<file path="src/rtl/prog_loader.sv">
// rtl/prog_loader.sv - serial configuration loader with even-parity check for a connection-block tile
module prog_loader #(
    parameter int PROG_W = 69,
    parameter int CNT_W  = 7
) (
    input  logic              clb_clk,
    input  logic              clb_rst_n,
    input  logic              cfg_start,
    input  logic              cfg_valid,
    input  logic              cfg_bit,
    output logic              cfg_ready,
    output logic [PROG_W-1:0] prog,
    output logic              prog_valid,
    output logic              cfg_done,
    output logic              cfg_err,
    output logic              busy
);

    typedef enum logic [1:0] {
        IDLE  = 2'd0,
        SHIFT = 2'd1,
        CHECK = 2'd2
    } state_t;

    // Counter value at which the incoming bit is the parity bit rather than data
    localparam logic [CNT_W-1:0] PARITY_POS = CNT_W'(PROG_W);

    state_t             state, state_nxt;
    logic [CNT_W-1:0]   cnt, cnt_nxt;
    logic               parity, parity_nxt;
    logic [PROG_W-1:0]  shadow, shadow_nxt;
    logic [PROG_W-1:0]  prog_nxt;
    logic               prog_valid_nxt;
    logic               done_nxt;
    logic               err_nxt;

    // Handshake and status decode straight from the current state
    always_comb begin
        cfg_ready = (state == SHIFT);
        busy      = (state != IDLE);
    end

    // Next-state logic: frame assembly in the shadow register, commit only after the parity check
    always_comb begin
        state_nxt      = state;
        cnt_nxt        = cnt;
        parity_nxt     = parity;
        shadow_nxt     = shadow;
        prog_nxt       = prog;
        prog_valid_nxt = prog_valid;
        done_nxt       = 1'b0;
        err_nxt        = 1'b0;
        case (state)
            IDLE: begin
                if (cfg_start) begin
                    state_nxt  = SHIFT;
                    cnt_nxt    = '0;
                    parity_nxt = 1'b0;
                end
            end
            SHIFT: begin
                if (cfg_start) begin
                    // Restart drops whatever bit is on the bus this cycle
                    cnt_nxt    = '0;
                    parity_nxt = 1'b0;
                end else if (cfg_valid) begin
                    parity_nxt = parity ^ cfg_bit;
                    if (cnt == PARITY_POS) begin
                        state_nxt = CHECK;
                    end else begin
                        shadow_nxt = {shadow[PROG_W-2:0], cfg_bit};
                        cnt_nxt    = cnt + 1'b1;
                    end
                end
            end
            CHECK: begin
                state_nxt = IDLE;
                if (!parity) begin
                    prog_nxt       = shadow;
                    prog_valid_nxt = 1'b1;
                    done_nxt       = 1'b1;
                end else begin
                    err_nxt = 1'b1;
                end
            end
            default: begin
                state_nxt = IDLE;
            end
        endcase
    end

    // State registers; reset wipes any frame in flight and the committed word
    always_ff @(posedge clb_clk or negedge clb_rst_n) begin
        if (!clb_rst_n) begin
            state      <= IDLE;
            cnt        <= '0;
            parity     <= 1'b0;
            shadow     <= '0;
            prog       <= '0;
            prog_valid <= 1'b0;
            cfg_done   <= 1'b0;
            cfg_err    <= 1'b0;
        end else begin
            state      <= state_nxt;
            cnt        <= cnt_nxt;
            parity     <= parity_nxt;
            shadow     <= shadow_nxt;
            prog       <= prog_nxt;
            prog_valid <= prog_valid_nxt;
            cfg_done   <= done_nxt;
            cfg_err    <= err_nxt;
        end
    end

endmodule

</file>
<file path="config.mk">
export PLATFORM = sky130hd
export DESIGN_NAME = prog_loader
export DESIGN_NICKNAME = d
export VERILOG_FILES = /design/src/rtl/prog_loader.sv
export SDC_FILE = /design/constraint.sdc
export NUM_CORES = 1
export LEC_CHECK = 0
export BUFFER_PORTS_ARGS = -buffer_cell sky130_fd_sc_hd__buf_2
export CORE_MARGIN = 2
export CORE_UTILIZATION = 30
export DETAILED_ROUTE_END_ITERATION = 12
export PLACE_DENSITY = 0.55
export SYNTH_ARGS = -nofsm -noshare
export SYNTH_HDL_FRONTEND = slang
export SYNTH_SLANG_ARGS = --single-unit
</file>
<file path="constraint.sdc">
create_clock -name clb_clk -period 3.93 [get_ports clb_clk]
set_clock_uncertainty 0.1 [all_clocks]
set_input_delay 0.1965 -clock clb_clk [delete_from_list [all_inputs] [get_ports clb_clk]]
set_output_delay 0.1965 -clock clb_clk [all_outputs]
set_load 0.03 [all_outputs]
</file>
* Yosys cells after proc, flatten, opt, wreduce, memory -nomap -nowiden
Cells that the tools add are included.
Operators by class: multiply operators 0, reductions and logical operators 8, mux-type cells 18, add/subtract/negate cells 1, bitwise gates (word level) 4, div/mod/pow operators 0, shift-type cells 0, magnitude comparators 0, eq/ne operators 9
Operator list (number):
- $mux W7 | 4
- $pmux W7 S2 | 1
- $reduce_and A4 Y1 | 3
- $mux W2 | 4
- $add A7 B1 Y7 const B | 1
- $eq A7 B7 Y1 const B | 1
- $mux W1 | 7
- $ne A2 B2 Y1 const B | 3
- $ne A3 B3 Y1 const B | 2
- $pmux W2 S2 | 1
- $reduce_bool A2 Y1 | 2
- $not A1 Y1 | 3
- $reduce_and A3 Y1 | 1
- $eq A2 B1 Y1 const B | 1
- $eq A2 B2 Y1 const B | 1
- $logic_not A2 Y1 | 1
- $ne A2 B1 Y1 const B | 1
- $pmux W1 S2 | 1
- $reduce_and A2 Y1 | 1
- $xor A1 B1 Y1 | 1
Storage, ports and cells: memory bits (writable) 0, memories kept 0, input bits 5, register bits 151, output and inout port bits 74, bits in latches 0, memory bits (read-only) 0

* Longest topological paths before layout
word-level depth 5, gate-level depth with buffers 7, gate-level depth less buffers 5

* Least setup slack after synthesis
OpenSTA, ideal clock, no wires.
path type register to register, start register state[1], end register shadow[58], arrival time 1.633 ns, library setup time 0.125 ns, period minus slack after synthesis 1.858 ns, buffers on the path 2, stages on the path, launching flop included 7, path slack 2.072 ns, cells stage by stage dfrtp_1 > nand3b_1 > a31o_4 > nor2_4 > buf_6 > buf_6 > mux2_4
Between the ends: longest elaborated chain between the ends 2
RTL lines:
- start: declaration | line 28 | state_t state, state_nxt;
- start signal: assignment | line 104 | state <= state_nxt;
- $eq A2 B1 Y1 | line 53 | case (state)
- $reduce_and A4 Y1 (no line)
- end signal: assignment | line 107 | shadow <= shadow_nxt;
- end: declaration | line 31 | logic [PROG_W-1:0] shadow, shadow_nxt;
No other way between the ends. A chain may end at the register's enable or synchronous reset.

* Worst setup path in the final report
start register state[1], end register shadow[45]
The elaborated chain is that of the path after synthesis.

==> flow_metrics.py <==
metrics = {
    "place": {
        "port-buffer-count": 78,
        "dp_hpwl_mm": 6.53,
        "routabilityCongestion": 0.717,
        "pre_cts_slack_ns": 1.72,
    },
    "route": {
        "drtAntennaViolNets": 0,
        "drc": 0,
        "drt_iter0_markers": 102,
        "routed_wirelength_mm": 9.92,
        "firstDrtPassIters": 4,
        "via_per_inst": 4.35,
        "wl_per_cell_um": 13.8,
        "vias": 3128,
    },
    "logic_synthesis": {
        "syn_inst": 356,
        "synthTopCellsByArea": "dfrtp_1, mux2_2, mux2_4",
        "ys_seq_area_frac": 0.650,
        "synth_adder_area_share": 0.00431,
        "syn_avg_cell_area_sq_um": 16.3,
        "synth-seq-cells": 151,
        "synth_compound_area_frac": 0.0140,
        "synth_top_family_by_area": "multiplexers",
        "ys_async_sr_fraction": 1.00,
        "synthMuxAreaShare": 0.274,
        "ys_types": 32,
        "yosysTopAreaCell": "dfrtp_1",
        "yosys.area_share.xor_xnor": 0.00603,
        "synth_commonest_cells": "dfrtp_1, mux2_2, buf_2",
        "synth-edff-count": 0,
        "synth-simple-area-share": 0.0340,
        "syn_area_sq_um": 5810,
        "yosysMostFrequentCell": "dfrtp_1",
        "synth_top_area_share": 0.650,
        "syn_nets": 363,
        "yosys_warnings": 0,
        "synth-main-ff-cell": "dfrtp_1",
    },
    "run_status": {
        "status": "completed",
    },
    "job": {
        "drv_cap": 0,
    },
    "timing": {
        "rsz0062_at_grt": "no",
        "relSlewSlack": 0.367,
        "post-route-period-util": 0.562,
        "finalHoldViolCount": 0,
        "tightest_slew_ns": 0.949,
        "setup_violations": 0,
        "layout_min_cycle_time_ns": 2.21,
        "setup_slack_ns": 1.72,
        "tns_ns": 0,
        "slew_violations": 0,
        "clock.fmax_mhz": 453,
    },
    "cells_and_area": {
        "fin_nets": 453,
        "diodes": 0,
        "num-fill-cells": 1803,
        "area_delta_synth_final_pct": 23.1,
        "drive_gt1_frac": 0.564,
        "fin_util": 0.380,
    },
    "floorplan": {
        "die_w_um": 143,
        "die_height_um": 143,
        "pin_count": 79,
        "start_util": 0.309,
        "coreArea_sq_um": 18800,
        "die_area_sq_um": 20500,
        "rows": 50,
    },
    "clock_tree": {
        "cts_root_buf": "clkbuf_16",
        "post_cts_buffers": 0,
        "clock_latency_ns": 0.41,
        "htree_levels": 4,
        "cts_tree": "built",
        "cts_buffers": 17,
        "cts.sinks": 151,
        "cts_resized": 0,
        "path_clk_slew_ns": 0.06,
        "cts_hold_buf": 3,
        "cts.path.max_buffers": 2,
    },
    "global_route": {
        "grt-ovfl-total": 0,
        "grt_pass1_vias": 3383,
        "grt_pass1_wl_mm": 17.0,
        "gr-usage-all-layers": 0.106,
        "grt_antenna_before_repair": 0,
        "grt_max_degree": 107,
    },
    "setup_path": {
        "arrival_ns": 2.40,
        "start_kind": "flop",
        "end_kind": "flop",
        "cp_max_fo": 40,
        "r2r_slack_ns": 1.72,
        "ff2ff_path_depth": 5,
        "reg2reg_from": "state[1]",
        "max_stage_delay_ns": 0.46,
        "crit_type": "flop to flop",
        "critPathSlowestCell": "dfrtp_1",
        "cp.required_ns": 4.12,
        "cp_cell_sequence": "nand3b_1 > a31o_4 > nor2_4 > buf_4 > mux2_2",
        "r2r_end": "shadow[45]",
    },
    "power": {
        "p_leak_nw": 3.69,
        "vdd_ir_drop_max_v": 0.000272,
        "power_density_nw_per_um2": 496,
    },
    "hold_path": {
        "holdPathStages": 3,
        "holdPathEnd": "state[0]",
        "hold_path.class": "input port to flop",
        "hp-start": "cfg_valid",
    },
}
[layout by cell type, fill, tap and decap left out, types with 2 or more instances in the layout]
cell / synthesis / routed
dfrtp_1: 151 / 151
o21ai_0: 4 / 4
clkinv_4: 0 / 2
clkinv_2: 0 / 3
buf_4: 0 / 6
mux2_2: 128 / 128
nand2_1: 5 / 5
clkbuf_8: 0 / 2
nor2_1: 3 / 3
clkbuf_16: 0 / 17
nand3b_1: 3 / 3
mux2_4: 10 / 10
or3_1: 3 / 3
nand3_1: 4 / 4
clkinvlp_4: 0 / 3
inv_1: 3 / 3
ha_1: 2 / 2
or2_2: 2 / 2
xor2_1: 3 / 3
nand4_1: 2 / 2
buf_2: 13 / 77
nor3_1: 2 / 2
bufinv_16: 0 / 4
a21oi_1: 2 / 2
dlygate4sd3_1: 0 / 3
[layout make-up]
class                           instances  area [sq um]  share of cell area
Clock buffer                           20           457              0.0638
Clock inverter                         12           175              0.0245
Inverter                                3          11.3             0.00157
Multi-Input combinational cell        186          1940               0.271
Sequential cell                       151          3780               0.528
Tap cell                              260           325              0.0455
Timing Repair Buffer                   87           472              0.0659
[critical path: cells and delay by family (launching register included)]
kind	cells	cell delay, ns
compound gates	1	0.29
mux	1	0.40
simple gates	2	0.36
flops	1	0.46
buf+inv	1	0.46
[how the worst max path moves through the flow]
| stage | start | endpoint | slack (ns) | depth (start not counted) |
|---|---|---|---|---|
| after floorplan | state[1] | shadow[58] | 2.07 | 6 |
| after global placement | state[1] | shadow[32] | 1.79 | 5 |
| after detailed placement | state[1] | shadow[45] | 1.72 | 5 |
| after CTS | state[1] | shadow[45] | 1.69 | 5 |
| after global routing | state[1] | shadow[36] | 1.58 | 5 |
| final | state[1] | shadow[45] | 1.72 | 5 |
[stage by stage]
| step | hold WS, ns | instances | cell area, sq um | total power, mW |
|---|---|---|---|---|
| after global placement | 0.261 | 684 | 6490 | 1.86 |
| after global routing | 0.0611 | 719 | 7150 | 3.71 |
| after floorplan | -0.199 | 356 | 5810 | 1.79 |
| final | 0.0778 | 719 | 7150 | 3.55 |
| after detailed placement | 0.285 | 684 | 6490 | 1.87 |
| after CTS | 0.0438 | 719 | 7150 | 3.61 |
[registers in the layout (all words and copies together) (netlist names)]
| name | cells |
|---|---|
| prog | 69 |
| shadow | 69 |
| cnt | 7 |
| state | 2 |
| cfg_done | 1 |
| cfg_err | 1 |
| parity | 1 |
| prog_valid | 1 |
[logic make-up (layout without fill, tap and decap cells)]
family,count (synthesis),count (layout)
DFF,151,151
muxes,138,138
and+or+nand+nor,31,31
buffers and inverters,19,122
AOI/OAI and AO/OA,11,11
xor gates and xnor gates,4,4
adders and majority gates,2,2
[report_power, final]
| part | total [mW] | switching [mW] | internal (mW) |
|---|---|---|---|
| Sequential | 1.69 | 0.0565 | 1.63 |
| Combinational | 0.147 | 0.0701 | 0.0770 |
| Clock | 1.72 | 0.622 | 1.09 |
| Total | 3.55 | 0.748 | 2.80 |
[per-layer routing]
| metal | share of wire | GRT usage | up-vias |
|---|---|---|---|
| met5 | 0 | 0 | - |
| met2 | 0.45 | 0.155 | 60 |
| met1 | 0.49 | 0.142 | 1614 |
| li1 | - | - | 1439 |
| met4 | 0.015 | 0.0427 | 0 |
| met3 | 0.052 | 0.0386 | 15 |
Note: power is estimated with default switching activity, not from simulation.
